===== config.mk =====
export PLATFORM = sky130hd
export DESIGN_NAME = i2c_arbiter
export DESIGN_NICKNAME = d
export VERILOG_FILES = /design/src/rtl/i2c_arb_pkg.sv /design/src/rtl/rr_pick.sv /design/src/rtl/i2c_arbiter.sv
export SDC_FILE = /design/constraint.sdc
export NUM_CORES = 1
export LEC_CHECK = 0
export CORE_ASPECT_RATIO = 0.6
export CORE_MARGIN = 3
export CORE_UTILIZATION = 43
export DETAILED_ROUTE_END_ITERATION = 10
export GPL_ROUTABILITY_DRIVEN = 0
export PLACE_DENSITY = 0.87
export SKIP_LAST_GASP = 1
export SYNTH_ARGS = -nofsm -noshare
export SYNTH_HDL_FRONTEND = slang
export SYNTH_SLANG_ARGS = --single-unit

===== constraint.sdc =====
create_clock -name clock -period 7.5 [get_ports clock]
set_input_delay 1.5 -clock clock [delete_from_list [all_inputs] [get_ports clock]]
set_output_delay 1.5 -clock clock [all_outputs]
set_load 0.02 [all_outputs]

===== src/rtl/i2c_arb_pkg.sv =====
// i2c_arb_pkg: state encoding and field widths shared by the I2C arbiter.
package i2c_arb_pkg;
  typedef enum logic [2:0] {S_IDLE, S_LATCH, S_ISSUE, S_WAIT, S_RELEASE} state_e;
  localparam int DEV_W = 7;
  localparam int BYTE_W = 8;
  localparam int WDOG_W = 20;
endpackage


===== src/rtl/rr_pick.sv =====
// rr_pick: combinational round-robin picker; searches from last+1 upward with wrap.
module rr_pick #(
  parameter int N = 4,
  parameter int IW = $clog2(N)
) (
  input  logic [N-1:0]  req_i,
  input  logic [IW-1:0] last_i,
  output logic [N-1:0]  win_o,
  output logic [IW-1:0] idx_o
);
  logic [IW-1:0] j;
  // Walk the farthest offset first so the nearest requester after last overwrites it.
  always_comb begin
    win_o = '0;
    idx_o = '0;
    j = '0;
    for (int k = N; k >= 1; k--) begin
      j = IW'((int'(last_i) + k) % N);
      if (req_i[j]) begin
        win_o = '0;
        win_o[j] = 1'b1;
        idx_o = j;
      end
    end
  end
endmodule


===== src/rtl/i2c_arbiter.sv =====
// i2c_arbiter: round-robin sharing of one I2C master among NUM_REQ requesters.
// Define I2C_ARB_TIMEOUT_EN to build the transaction watchdog and m_abort.
module i2c_arbiter
  import i2c_arb_pkg::*;
#(
  parameter int NUM_REQ = 4,
  parameter int TIMEOUT_CYCLES = 200000
) (
  input  logic                      clock,
  input  logic                      reset,
  input  logic [NUM_REQ-1:0]        req,
  input  logic [DEV_W*NUM_REQ-1:0]  req_dev,
  input  logic [BYTE_W*NUM_REQ-1:0] req_reg,
  input  logic [NUM_REQ-1:0]        req_rd,
  input  logic [BYTE_W*NUM_REQ-1:0] req_wdata,
  output logic [NUM_REQ-1:0]        grant,
  output logic [NUM_REQ-1:0]        ack,
  output logic [NUM_REQ-1:0]        err,
  output logic [BYTE_W-1:0]         rdata,
  output logic                      m_start,
  output logic [DEV_W-1:0]          m_dev,
  output logic [BYTE_W-1:0]         m_reg,
  output logic                      m_rd,
  output logic [BYTE_W-1:0]         m_wdata,
  input  logic                      m_done,
  input  logic                      m_nack,
  input  logic [BYTE_W-1:0]         m_rdata,
  output logic                      m_abort
);
  localparam int IW = $clog2(NUM_REQ);
  state_e state_q, state_d;
  logic [NUM_REQ-1:0] grant_q, grant_d, win;
  logic [IW-1:0] gidx_q, gidx_d, last_q, last_d, win_idx;
  logic [DEV_W-1:0] dev_q, dev_d;
  logic [BYTE_W-1:0] reg_q, reg_d, wdata_q, wdata_d, rdata_q, rdata_d;
  logic rd_q, rd_d, err_q, err_d, expire;
  rr_pick #(.N(NUM_REQ)) u_pick (
    .req_i(req),
    .last_i(last_q),
    .win_o(win),
    .idx_o(win_idx)
  );
`ifdef I2C_ARB_TIMEOUT_EN
  logic [WDOG_W-1:0] cnt_q, cnt_d;
  assign expire = cnt_q == WDOG_W'(TIMEOUT_CYCLES - 1);
  always_comb cnt_d = state_q == S_ISSUE ? '0 : state_q == S_WAIT ? cnt_q + 1'b1 : cnt_q;
  always_ff @(posedge clock or posedge reset)
    if (reset) cnt_q <= '0;
    else cnt_q <= cnt_d;
`else
  logic unused_timeout;
  assign unused_timeout = ^TIMEOUT_CYCLES;
  assign expire = 1'b0;
`endif
  always_comb begin
    state_d = state_q;
    grant_d = grant_q;
    gidx_d = gidx_q;
    last_d = last_q;
    dev_d = dev_q;
    reg_d = reg_q;
    rd_d = rd_q;
    wdata_d = wdata_q;
    rdata_d = rdata_q;
    err_d = err_q;
    case (state_q)
      S_IDLE: if (|req) begin
        grant_d = win;
        gidx_d = win_idx;
        state_d = S_LATCH;
      end
      S_LATCH: begin
        for (int i = 0; i < NUM_REQ; i++)
          if (grant_q[i]) begin
            dev_d = req_dev[i*DEV_W +: DEV_W];
            reg_d = req_reg[i*BYTE_W +: BYTE_W];
            rd_d = req_rd[i];
            wdata_d = req_wdata[i*BYTE_W +: BYTE_W];
          end
        state_d = S_ISSUE;
      end
      S_ISSUE: state_d = S_WAIT;
      // m_done takes priority over a watchdog expiry in the same cycle.
      S_WAIT: if (m_done) begin
        rdata_d = rd_q ? m_rdata : '0;
        err_d = m_nack;
        state_d = S_RELEASE;
      end else if (expire) begin
        rdata_d = '0;
        err_d = 1'b1;
        state_d = S_RELEASE;
      end
      S_RELEASE: begin
        last_d = gidx_q;
        grant_d = '0;
        state_d = S_IDLE;
      end
      default: state_d = S_IDLE;
    endcase
  end
  always_ff @(posedge clock or posedge reset)
    if (reset) begin
      state_q <= S_IDLE;
      grant_q <= '0;
      gidx_q <= '0;
      last_q <= IW'(NUM_REQ - 1);
      dev_q <= '0;
      reg_q <= '0;
      rd_q <= 1'b0;
      wdata_q <= '0;
      rdata_q <= '0;
      err_q <= 1'b0;
    end else begin
      state_q <= state_d;
      grant_q <= grant_d;
      gidx_q <= gidx_d;
      last_q <= last_d;
      dev_q <= dev_d;
      reg_q <= reg_d;
      rd_q <= rd_d;
      wdata_q <= wdata_d;
      rdata_q <= rdata_d;
      err_q <= err_d;
    end
  assign grant = grant_q;
  assign ack = state_q == S_RELEASE ? grant_q : '0;
  assign err = state_q == S_RELEASE ? grant_q & {NUM_REQ{err_q}} : '0;
  assign rdata = state_q == S_RELEASE ? rdata_q : '0;
  assign m_start = state_q == S_ISSUE;
  assign m_dev = dev_q;
  assign m_reg = reg_q;
  assign m_rd = rd_q;
  assign m_wdata = wdata_q;
  assign m_abort = state_q == S_WAIT && expire && !m_done;
endmodule

==> results.sh <==
export IMPL_clock_latency_ns=0.28
export IMPL_track_usage=0.2296
export IMPL_holdBufCountCts=0
export IMPL_run_status="completed"
export IMPL_timing_rr_start="last_q[0]$_DFFE_PP1P_"
export IMPL_dieWidth_um=113.6
export IMPL_hold_viol=0
export IMPL_path_clk_slew_ns=0.06
export IMPL_post_cts_buffers=0
export IMPL_cts_resized=0
export IMPL_ys_seq_elements=44
export IMPL_p_per_area_mw_per_mm2=341.0
export IMPL_cts_tree="done"
export IMPL_ios=158
export IMPL_avgViaCountPerCell=5.343
export IMPL_synth_area_leaders="dfrtp_1 (35%), mux2i_1 (17%), nand2_1 (7.4%), o21ai_0 (6.5%), a21oi_1 (4.9%)"
export IMPL_wl_per_cell_um=16.32
export IMPL_postRouteAntennaNets=0
export IMPL_fin_crit_ns=4.032
export IMPL_syn_inst=354
export IMPL_finalSetupViolations=0
export IMPL_maxSlewViolCount=0
export IMPL_critPathCaptureType="primary output"
export IMPL_num_vias=3067
export IMPL_cts_max_path_buffers=2
export IMPL_irDropWorstVdd_mv=0.1884
export IMPL_min_path_type="flop to flop"
export IMPL_fin_skew_ns=0.002969
export IMPL_cts_buffers=5
export IMPL_firstDrtPassIters=5
export IMPL_area_growth_pct=56.35
export IMPL_yosysWarnings=0
export IMPL_synth_edf_count=0
export IMPL_ys_seq_area_frac=0.3695
export IMPL_clock_root_buffer="clkbuf_16"
export IMPL_crit_required_ns=6.00
export IMPL_p_total_mw=1.592
export IMPL_mappedNetlistNets=473
export IMPL_overflow=0
export IMPL_syn_area_sq_mm=0.002987
export IMPL_wl_mm=9.366
export IMPL_layout_drive_gt1_share=0.04286
export IMPL_avgSynthCellArea_sq_um=8.437
export IMPL_rows=22
export IMPL_synth_cell_type_count=40
export IMPL_final_nets=608
export IMPL_grt_antenna_before_repair=0
export IMPL_grt_pass1_wl_mm=14.96
export IMPL_htreeDepth=2
export IMPL_ys_async_sr_fraction=1.000
export IMPL_die_y_um=70.56
export IMPL_io_buffers=156
export IMPL_dieArea_sq_mm=0.008014
export IMPL_dp_hpwl_mm=7.301
export IMPL_synthFlopType="dfrtp_1"
export IMPL_worstSetupPathType="flop to primary output"
export IMPL_grt_max_degree=50
export IMPL_worst_pin_slew_ns=0.9032
export IMPL_route_detailed_drc=0
export IMPL_synth_top_area_frac=0.3519
export IMPL_finalCritPeriodShare=0.5376
export IMPL_rsz0062_at_grt="no"
export IMPL_synth_top_cell_by_area="dfrtp_1"
export IMPL_relSlewSlack=0.3970
export IMPL_worst_ep_arrival_time_ns=2.53
export IMPL_utilization=0.7281
export IMPL_worstHoldStart="rdata_q[6]$_DFFE_PP0P_"
export IMPL_fmax_mhz=248.0
export IMPL_start_util=0.4657
export IMPL_fillers=471
export IMPL_critPathLaunch="state_q[1]$_DFFE_PP0P_"
export IMPL_leakage_nw=1.932
export IMPL_fin_setup_tns_ns=0
export IMPL_fp_coreArea_sq_mm=0.006414
export IMPL_antenna_cells=0
export IMPL_first_global_vias=3012
export IMPL_crit_path_start_kind="flop"
export IMPL_initialDrtViolationCount=182
export IMPL_cp_max_fo=16
export IMPL_cts_sinks=44
export IMPL_drv_cap=0
[path summary, 6_finish.rpt]
check / end / slack [ns] / depth (start not counted)
worst max-delay path: err[2] / 3.47 / 4
worst max register to register: grant[0]$_DFFE_PP0P_ / 4.62 / 6
max in group asynchronous: m_dev[5]$_DFFE_PP0P_ / 5.19 / 2
worst min-delay path: rdata_q[6]$_DFFE_PP0P_ / 0.48 / 2
worst min register to register: rdata_q[6]$_DFFE_PP0P_ / 0.48 / 2
min in group asynchronous: m_reg[0]$_DFFE_PP0P_ / 1.73 / 2
[cells in the final DEF (no fill, tap or decap), types with 4 or more instances in the layout]
master,n
clkdlybuf4s50_1,156
nand2_1,59
mux2i_1,51
dfrtp_1,42
o21ai_0,39
nor2_1,35
a21oi_1,29
and3_1,17
ha_1,7
clkbuf_16,5
o211ai_1,4
buf_4,4
[routing by layer]
metal | global-route usage | vias to the layer above | share of wire
met1 | 0.3054 | 1407 | 0.43
li1 | - | 1507 | -
met4 | 0.02933 | 0 | 0.0054
met2 | 0.3920 | 147 | 0.48
met3 | 0.05726 | 6 | 0.088
met5 | 0 | - | 0
[through the flow]
stage / instance area [sq um] / std cells / hold WS (ns) / worst slack [ns]
finish: 4669 / 574 / 0.4825 / 3.468
global route: 4669 / 574 / 0.5199 / 3.224
CTS: 4669 / 574 / 0.4884 / 3.482
detailed placement: 4526 / 566 / 0.4749 / 3.786
global placement: 4526 / 566 / 0.4595 / 3.924
floorplan: 2987 / 354 / 0.4423 / 4.559
[cell type report]
| cell class | count | area [sq um] | area share |
|---|---|---|---|
| clock inverters | 3 | 18.77 | 0.004019 |
| multi-input cells | 274 | 1710 | 0.3663 |
| flip-flops and latches | 44 | 1104 | 0.2363 |
| inverters | 4 | 15.01 | 0.003215 |
| repair buffers | 160 | 1592 | 0.3408 |
| well taps | 84 | 105.1 | 0.02251 |
| clock buffers | 5 | 125.1 | 0.02680 |
[synth_stat cells, types with 2 or more instances]
cell,number
and3_1,17
dfrtp_1,42
and3b_1,2
a21oi_1,29
nor4_1,2
mux2i_1,51
buf_1,2
o21ai_0,39
buf_6,3
clkbuf_1,14
a22o_1,2
o21a_1,3
a22oi_1,3
o21ai_1,2
nand2_1,59
mux2_2,2
dfstp_2,2
ha_1,7
o211ai_1,4
buf_2,10
a221o_1,2
buf_4,2
nor2_1,35
inv_1,4
[critical path, cell delays in order (launching register included)]
cell and delay [ns]:
dfrtp_1 0.44, nor2_1 0.65, and2_1 0.34, and3_1 0.20, clkdlybuf4s50_1 0.62
[cell families (layout without fill, tap and decap cells)]
family | Yosys count | count (layout) | synth area share
compound gates | 90 | 90 | 0.1714
flops | 44 | 44 | 0.3695
mux | 54 | 54 | 0.1860
fa+ha+maj | 7 | 7 | 0.02932
buf+inv | 36 | 172 | 0.05990
other cells | 1 | 1 | 0.001256
simple gates | 122 | 122 | 0.1827
[power breakdown]
group / switching, mW / internal, mW
registers: 0.104 / 0.353
clock network: 0.0898 / 0.123
logic: 0.500 / 0.423
total: 0.694 / 0.899
No activity file was read; power rests on OpenSTA's default activity.
